`src/rtl/ram2_master.sv`:
```
// ram2_master: single-port RAM2 sequencer shared by the fetch and data ports.
// Data accesses win over fetch; every access is a fixed multi-cycle RAM handshake.
module ram2_master #(
    parameter int RD_WAIT = 1
) (
    input  logic        clk,
    input  logic        rst,
    input  logic        if_req_i,
    input  logic [31:0] pc_i,
    output logic [31:0] inst_o,
    output logic        if_stall_o,
    input  logic        mem_re_i,
    input  logic        mem_we_i,
    input  logic [31:0] mem_addr_i,
    input  logic [31:0] mem_data_i,
    output logic [31:0] mem_data_o,
    output logic        mem_stall_o,
    output logic [31:0] ram_addr_o,
    output logic [31:0] ram_data_o,
    input  logic [31:0] ram_data_i,
    output logic        ram_ce_o,
    output logic        ram_re_o,
    output logic        ram_we_o
);

    typedef enum logic [2:0] {
        IDLE,
        RD_SETUP,
        RD_CAPTURE,
        WR_SETUP,
        WR_PULSE,
        WR_HOLD,
        DONE
    } state_t;

    localparam logic [2:0] LAST_WAIT = 3'(RD_WAIT - 1);

    state_t      r_state;
    logic [2:0]  r_cnt;
    logic        r_req_mem;
    logic [31:0] r_addr;
    logic [31:0] r_wdata;
    logic [31:0] r_inst;
    logic [31:0] r_mdata;
    logic        r_ce;
    logic        r_re;
    logic        r_we;

    logic        w_mem_req;
    logic        w_done_mem;
    logic        w_done_if;
    logic        w_mem_stall;

    assign w_mem_req   = mem_re_i | mem_we_i;
    assign w_done_mem  = (r_state == DONE) && r_req_mem;
    assign w_done_if   = (r_state == DONE) && !r_req_mem;
    assign w_mem_stall = w_mem_req && !w_done_mem;

    assign mem_stall_o = w_mem_stall;
    assign if_stall_o  = (if_req_i && !w_done_if) || w_mem_stall;

    assign inst_o      = r_inst;
    assign mem_data_o  = r_mdata;
    assign ram_addr_o  = r_addr;
    assign ram_data_o  = r_wdata;
    assign ram_ce_o    = r_ce;
    assign ram_re_o    = r_re;
    assign ram_we_o    = r_we;

    // Strobes are registered from the transition so they are glitch-free.
    always_ff @(posedge clk or posedge rst) begin
        if (rst) begin
            r_state   <= IDLE;
            r_cnt     <= 3'd0;
            r_req_mem <= 1'b0;
            r_addr    <= 32'h0;
            r_wdata   <= 32'h0;
            r_inst    <= 32'h0;
            r_mdata   <= 32'h0;
            r_ce      <= 1'b0;
            r_re      <= 1'b0;
            r_we      <= 1'b0;
        end else begin
            unique case (r_state)
                IDLE: begin
                    if (w_mem_req) begin
                        r_req_mem <= 1'b1;
                        r_addr    <= mem_addr_i;
                        r_wdata   <= mem_data_i;
                        r_ce      <= 1'b1;
                        if (mem_we_i) begin
                            r_state <= WR_SETUP;
                        end else begin
                            r_re    <= 1'b1;
                            r_state <= RD_SETUP;
                        end
                    end else if (if_req_i) begin
                        r_req_mem <= 1'b0;
                        r_addr    <= pc_i;
                        r_ce      <= 1'b1;
                        r_re      <= 1'b1;
                        r_state   <= RD_SETUP;
                    end
                end
                RD_SETUP: begin
                    r_cnt   <= 3'd0;
                    r_state <= RD_CAPTURE;
                end
                RD_CAPTURE: begin
                    if (r_cnt == LAST_WAIT) begin
                        if (r_req_mem) begin
                            r_mdata <= ram_data_i;
                        end else begin
                            r_inst <= ram_data_i;
                        end
                        r_ce    <= 1'b0;
                        r_re    <= 1'b0;
                        r_state <= DONE;
                    end else begin
                        r_cnt <= r_cnt + 3'd1;
                    end
                end
                WR_SETUP: begin
                    r_we    <= 1'b1;
                    r_state <= WR_PULSE;
                end
                WR_PULSE: begin
                    r_we    <= 1'b0;
                    r_state <= WR_HOLD;
                end
                WR_HOLD: begin
                    r_ce    <= 1'b0;
                    r_state <= DONE;
                end
                DONE: begin
                    r_state <= IDLE;
                end
                default: begin
                    r_ce    <= 1'b0;
                    r_re    <= 1'b0;
                    r_we    <= 1'b0;
                    r_state <= IDLE;
                end
            endcase
        end
    end

endmodule
```
`config.mk`:
```
export PLATFORM = sky130hd
export DESIGN_NAME = ram2_master
export DESIGN_NICKNAME = d
export VERILOG_FILES = /design/src/rtl/ram2_master.sv
export SDC_FILE = /design/constraint.sdc
export NUM_CORES = 1
export LEC_CHECK = 0
export CORE_MARGIN = 4
export CORE_UTILIZATION = 41
export CTS_BUF_LIST = sky130_fd_sc_hd__clkbuf_16
export CTS_CLUSTER_SIZE = 20
export DETAILED_ROUTE_END_ITERATION = 8
export PLACE_DENSITY = 0.85
export SYNTH_ARGS = -nofsm -noshare
export SYNTH_HDL_FRONTEND = slang
export SYNTH_SLANG_ARGS = --single-unit
```
`constraint.sdc`:
```
create_clock -name clk -period 6.2 [get_ports clk]
set_input_delay 1.86 -clock clk [delete_from_list [all_inputs] [get_ports clk]]
set_output_delay 1.86 -clock clk [all_outputs]
set_load 0.02 [all_outputs]
```
; Yosys cells after proc, flatten, opt, wreduce, memory -nomap -nowiden
; Index checks and enable logic that the tools add are counted.
[totals]
ff_bits = 138
out_inout_bits = 133
elab_cells = 67
[classes]
addsub = 1
n_eq_ne = 10
mux = 19
bitwise_logic = 4
n_reduce_logical = 23
[ops]
columns = op, n
row1 = 32-bit two-way mux, 2
row2 = 3-bit case mux with 6 select lines, 1
row3 = 3-bit two-way mux, 4
row4 = 5-bit OR reduction, 2
row5 = 3-bit == test (second input constant), 3
row6 = 3-bit AND reduction, 3
row7 = 2-bit AND reduction, 4
row8 = 1-bit two-way mux, 7
row9 = 3-bit by 2-bit == test with 1-bit output (second input constant), 2
row10 = 3-bit zero test, 2
row11 = 3-bit != test (second input constant), 2
row12 = 1-bit case mux with 3 select lines, 2
row13 = 3-bit case mux with 2 select lines, 1
row14 = 1-bit logical AND, 4
row15 = 2-bit != test (second input constant), 2
row16 = 4-bit AND reduction, 1
row17 = 2-bit nonzero test, 2
row18 = 4-bit OR reduction, 1
row19 = 3-bit by 1-bit adder with 3-bit output (second input constant), 1
row20 = 3-bit by 1-bit == test with 1-bit output (second input constant), 1
row21 = 1-bit zero test, 3
row22 = 1-bit inverter, 3
row23 = 2-bit two-way mux, 1
row24 = 1-bit case mux with 2 select lines, 1
row25 = other kinds (2), 2

; Depth between registers and ports, before layout
[logic_depth]
ltp_word = 5
ltp_mapped = 6
depth_no_buf = 5

; Worst setup path before layout
; OpenSTA, ideal clock, no wires.
[synth_timing]
path_kind = in2out
start = input port mem_re_i
end = output port if_stall_o
arrival_ns = 2.778
required_time_ns = 4.340
path_slack_ns = 1.562
cell_stages = 3
n_path_buf = 0
path_cell_list = nor2_1 a21oi_1 a2bb2oi_1
[synth_between]
elab_chain_len = 3
[synth_lines]
columns = item, line_no
row1 = start: declaration, 12  ; input logic mem_re_i,
row2 = 1-bit bitwise OR, 54  ; assign w_mem_req = mem_re_i | mem_we_i;
row3 = 1-bit logical AND, 57  ; assign w_mem_stall = w_mem_req && !w_done_mem;
row4 = net mem_stall_o, 17  ; output logic mem_stall_o,
row5 = 1-bit logical OR, 60  ; assign if_stall_o = (if_req_i && !w_done_if) || w_mem_stall;
row6 = end: declaration, 11  ; output logic if_stall_o,
; The timed path passes the listed nets, and every way through them passes these cells.

; Final worst setup path
[layout_timing]
start = input port mem_we_i
end = output port if_stall_o
[layout_between]
elab_chain_len = 3
[layout_lines]
columns = item, line_no
row1 = start: declaration, 13  ; input logic mem_we_i,
row2 = 1-bit bitwise OR, 54
row3 = 1-bit logical AND, 57
row4 = 1-bit logical OR, 60
; No other way between the ends.

==> summary.txt <==
Detailed routing
  • Final WL: ~16000 um
  • Router iterations before antenna repair: 4
  • DRC errors left: 0
  • Wire per inst: 18.2 um
  • Final ANT Viol Nets: 0
  • Initial DRC count: between 150 and 200
  • Vias per cell: roughly 5.1
  • Vias: between 4000 and 5000

Placed design
  • RePlAce Congestion: 0.834
  • Port bufs: ~270
  • DP Wirelength: between 10000 and 15000 um

Timing
  • Count of final hold-check violations: 0
  • Period utilization: 0.870
  • Slew HR: 0.292
  • Final hold slack: ~0.50 ns
  • RSZ-0062 raised after global routing: false
  • Final setup vio count: 0
  • Sum Neg Setup Slack: 0 ns
  • Fin crit period: 5.39 ns
  • Worst slew pin tran: about 1.1 ns
  • F_max: approximately 190 MHz
  • Final slew viol count: 0
  • Post-route clock skew: 0.00694 ns

Flow run
  • Max Cap Viol: 0

Floorplan
  • Die span in y: approximately 130 um
  • Core Area: roughly 0.013 mm2
  • FP Rows: between 40 and 50
  • Initial Util: 0.424
  • # IOs: around 270
  • Die X: 126 um
  • Die footprint: between 0.015 and 0.02 mm2

Global routing
  • Vias in the first global route: 4782
  • Initial antenna violation count: 0
  • Largest net degree at the start of global routing: 50
  • GRT Total Usage: 0.201
  • Total congestion overflow: 0
  • Global-route wire length before repair: ~25000 um

Setup path
  • WP data arrival: roughly 3.5 ns
  • Critical path class: in -> out
  • CP Max Fanout: 6
  • Worst Setup Start Kind: input port
  • CP Capture Type: output pin
  • Critical path required time: around 4.3 ns

Synth
  • Warnings from Yosys: 0
  • Syn avg cell area: 13.9 um2
  • Synthesized area: around 0.0057 mm2
  • Post-synthesis cell type count: 35
  • Yosys top cell by area: dfrtp_1
  • Sequential fraction of the synthesis area: 0.608
  • EDFF count, synth: 0
  • Syn_nets: roughly 550
  • Ys async rst share: 1.00
  • Synth Register Bits: between 100 and 150
  • Area contributors post-synth: dfrtp_1, mux2_2, o21ai_0, mux2i_1, buf_2
  • Area share of the largest cell type after synthesis: 0.608
  • Ys flop type: dfrtp_1
  • Cells after Synth: 410

Clocking
  • Post-CTS Setup Repair Bufs: 0
  • Clk slew on worst S/H paths: 0.06 ns
  • CTS sink count: 138
  • CTS tree: done
  • CTS Buf Count: 17
  • CTS max path bufs: 2
  • Insertion delay to the later sink of the worst-skew pair: roughly 0.41 ns
  • H-tree depth: 4
  • Gates resized, CTS repair: 0
  • Clk root buf: clkbuf_16
  • Cts hold-fix bufs: 0

Pwr
  • P_sw: 1.78 mW
  • Maximum vdd drop: about 0.00028 V
  • Internal Power: about 3.2 mW
  • Pleak: between 3 and 4 nW
  • Sequential power share: 0.324
  • Power, Total: ~5.0 mW
  • Combinational Power Share: 0.471
  • Switching Share: 0.354
  • Pwr dens: approximately 550 mW/mm2
  • Clock Power Share: 0.205

Min path
  • Path category of the worst min-delay check: reg -> reg

Finish
  • Area grow syn2layout: 60.2%
  • Fill cell count: between 900 and 1000
  • Final core utilization: 0.679
  • Ratio of cells with drive above 1 in the final layout: 0.202
  • Net count, final: slightly above 800
  • # diodes: 0

Outcome
  • Status: finished clean
synth_stat cells (2+ instances only):
cell type    n
a21oi_1      4
and3b_1      2
buf_2        9
buf_6        3
clkbuf_1    11
dfrtp_1    138
ha_1         3
inv_1        6
mux2_2      96
mux2i_1     34
nand2_1      5
nor2_1       2
nor3_1       3
nor3b_4      2
nor4_1       2
o211ai_1     2
o21ai_0     69
o21ai_1      2
through the flow:
stage | setup WS, ns | area, um2 | instances
after CTS | 0.798 | 9100 | 864
final | 0.805 | 9100 | 864
after global placement | 0.841 | 8500 | 833
after detailed placement | 0.797 | 8500 | 833
after global routing | 0.710 | 9100 | 864
after floorplan | 0.644 | 5680 | 410
final cells by class:
cell class	instances	area (um2)	area share
well taps	176	220	0.0242
inverters	6	25.0	0.00275
flip-flops and latches	138	3450	0.379
clock buffers	17	425	0.0467
clock inverters	14	183	0.0201
multi-input cells	241	2090	0.230
repair buffers	272	2710	0.297
worst paths after layout:
check,from,slack [ns],cells past startpoint,end
setup / recovery,mem_we_i,0.81,5,if_stall_o
setup reg to reg,r_state[0],4.00,3,r_state[2]
min in group asynchronous,rst,1.89,2,mem_data_o[2]
max in group asynchronous,rst,3.32,3,ram_we_o
hold / removal,mem_data_o[8],0.50,1,mem_data_o[8]
hold reg to reg,mem_data_o[8],0.50,1,mem_data_o[8]
routing by layer:
metal / vias up / global-route usage / wire (um) / share of wire
met1: 2163 / 0.224 / 5960 / 0.38
met4: 0 / 0.0688 / 283 / 0.018
met5: - / 0 / 0 / 0
li1: 2006 / - / - / -
met3: 21 / 0.0787 / 1440 / 0.092
met2: 207 / 0.352 / 8020 / 0.51
power by group through the flow:
stage	sequential, mW	clock (mW)	combinational (mW)
after detailed placement	1.64	0	2.39
after CTS	1.63	1.05	2.40
final	1.63	1.03	2.37
after global placement	1.60	0	2.34
after floorplan	2.11	0	0.733
after global routing	1.69	1.10	2.51
cells in the final DEF, fill, tap and decap left out, types with 4 or more instances in the layout:
master / count
clkbuf_16: 17
clkdlybuf4s50_1: 265
dfrtp_1: 138
o21ai_0: 68
mux2i_1: 34
inv_1: 8
a21oi_1: 4
buf_4: 7
nand2_1: 5
bufinv_16: 4
mux2_2: 96
registers in the layout, summed over array words and instances (netlist names):
register and cells:
ram_ce_o 1, ram_data_o 32, ram_we_o 1, r_req_mem 1, r_cnt 3, r_state 3, mem_data_o 32, ram_addr_o 32
inst_o 32, ram_re_o 1
critical path, cell delays in order:
cell	delay, ns
clkdlybuf4s50_1	0.62
or2_1	0.23
nor2_1	0.05
a2bb2oi_1	0.15
clkdlybuf4s50_1	0.62
kinds of logic (layout without fill, tap and decap cells):
logic type                 after synthesis  count (layout)  synth area share
DFF                                    138             138             0.608
muxes                                  130             130             0.250
AOI/OAI and AO/OA                       82              82            0.0764
buffers and inverters                   31             309            0.0271
and+or+nand+nor                         24              24            0.0293
adders and majority gates                3               3           0.00660
xor gates and xnor gates                 2               2           0.00308
Note: power is estimated with default switching activity, not from simulation.
==> variant: new RTL, config.mk and constraints unchanged <==
Re-encode `state_t` (7 states) as one-hot, 7 bits wide.
--- a/src/rtl/ram2_master.sv
+++ b/src/rtl/ram2_master.sv
@@ -25,10 +25,10 @@
 
-    typedef enum logic [2:0] {
-        IDLE,
-        RD_SETUP,
-        RD_CAPTURE,
-        WR_SETUP,
-        WR_PULSE,
-        WR_HOLD,
-        DONE
+    typedef enum logic [6:0] {
+        IDLE       = 7'b0000001,
+        RD_SETUP   = 7'b0000010,
+        RD_CAPTURE = 7'b0000100,
+        WR_SETUP   = 7'b0001000,
+        WR_PULSE   = 7'b0010000,
+        WR_HOLD    = 7'b0100000,
+        DONE       = 7'b1000000
     } state_t;
Check against the original RTL: same outputs for any inputs over 4 cycles, from zero or initial values and one cycle with rst high; so few cycles prove little.
==> variant against the unedited design <==
Design area up 1.6%. Largest cell class unchanged. Combinational power down 8.9%. Sequential cell count up 4. Register-to-register slack worse by 0.21 ns. Maximum frequency down 2.7%. Clock power up 5%. Setup slack worse by 0.15 ns. Non-clock buffer count down 3. Routed wire length down 3.6%. Global-route usage down 1.0 points. Total power down 4.8%. Core utilization down 1.6 points. Largest power group unchanged. Area after synthesis up 3.0%.
==> variant: results (changes against the unedited design) <==
- Total GRT Usage: 19.06% (was 20.08%)
- VDD IR max: 280.0 uV (was 283.8 uV)
- Vias in the first global route: 4,725 (was 4,782)
- Synth Area in Adders: 0.4274% (was 0.6604%)
- GP Congestion: 0.8320 (was 0.8344)
- DR vias/cell: 4.925 (was 5.089)
- Avg Synthesized Cell Area: 13.71 um2 (was 13.86 um2)
- Synth top cells by count: 141 x dfrtp_1, 64 x mux2_2, 40 x nor2_1 (was 138 x dfrtp_1, 96 x mux2_2, 69 x o21ai_0)
- Hold WS: 0.4810 ns (was 0.5030 ns)
- Post-Route Skew: 0.009558 ns (was 0.006940 ns)
- # placed instances: 852 (was 833)
- Routing usage on met3: 8.027% (was 7.875%)
- Period utilisation layout: 89.46% (was 87.01%)
- Proportion of synthesized area in mux cells: 24.10% (was 25.01%)
- Met2 usage: 32.27% (was 35.18%)
- Endpoint, Worst Hold: mem_data_o[23] (was mem_data_o[8])
- Final net count: 826 (was 812)
- Non-filler cells, final: 883 (was 864)
- DR iter-0 viols: 212 (was 156)
- R2R Path End: ram_re_o (was r_state[2])
- Cell variety after synth: 37 (was 35)
- Hpwl dp: 11,360 um (was 11,730 um)
- Avg WL per Cell: 17.14 um (was 18.18 um)
- Outcome: complete, no violations (unchanged)
- CP max FO: 5 (was 6)
- Pleak: 3.986 nW (was 3.768 nW)
- RR Startpoint: r_state[3] (was r_state[0])
- Hold path start: mem_data_o[23] (was mem_data_o[8])
- Routed wl met3: 1599 um (was 1443 um)
- Compound-cell area share of the yosys netlist: 4.786% (was 7.638%)
- Critical Path AT: 3.69 ns (was 3.53 ns)
- Slew headroom: 26.57% (was 29.17%)
- Met1 global-route usage: 21.68% (was 22.38%)
- First-pass GRT wire length: 24,260 um (was 25,270 um)
- Register area share after synthesis: 60.71% (was 60.75%)
- Post-DP Area: 0.008627 mm2 (was 0.008497 mm2)
- Top post-synthesis cells by area: dfrtp_1 60%, mux2_2 12%, mux2_1 6.2% (was dfrtp_1 61%, mux2_2 19%, o21ai_0 6.1%)
- Largest net degree at the start of global routing: 113 (was 50)
- Synthesized Nets: 562 (was 546)
- Worst Setup Slack post-DPL: 0.6382 ns (was 0.7966 ns)
- R2R Setup Slk: 3.79 ns (was 4.00 ns)
- Layout cells sized above 1: 14.94% (was 20.20%)
- WL met2: 7562 um (was 8022 um)
- FF-to-FF path depth: 4 (was 3)
- Post-synth top flop: dfrtp_1 (unchanged)
[variant: final cells by class]
class | instances | area (um2)
fillers | 1011 | 4683
inverters | 8 | 35.03
well taps | 180 | 225.2
clock buffers | 17 | 425.4
repair buffers | 269 | 2683
multi-input cells | 253 | 2130
flip-flops and latches | 142 | 3555
clock inverters | 14 | 198.9
[variant: where the power goes]
| part | internal (mW) | switching (mW) | leakage, nW |
|---|---|---|---|
| Combinational | 1.08 | 1.08 | 1.92 |
| Sequential | 1.32 | 0.234 | 1.77 |
| Clock | 0.704 | 0.372 | 0.299 |
| Total | 3.10 | 1.69 | 3.99 |
[variant: kinds of logic (layout without fill, tap and decap cells)]
family | Yosys count | count (layout)
xor gates and xnor gates | 3 | 3
and+or+nand+nor | 70 | 70
AOI/OAI and AO/OA | 49 | 49
muxes | 129 | 129
adders and majority gates | 2 | 2
DFF | 142 | 142
buffers and inverters | 32 | 308
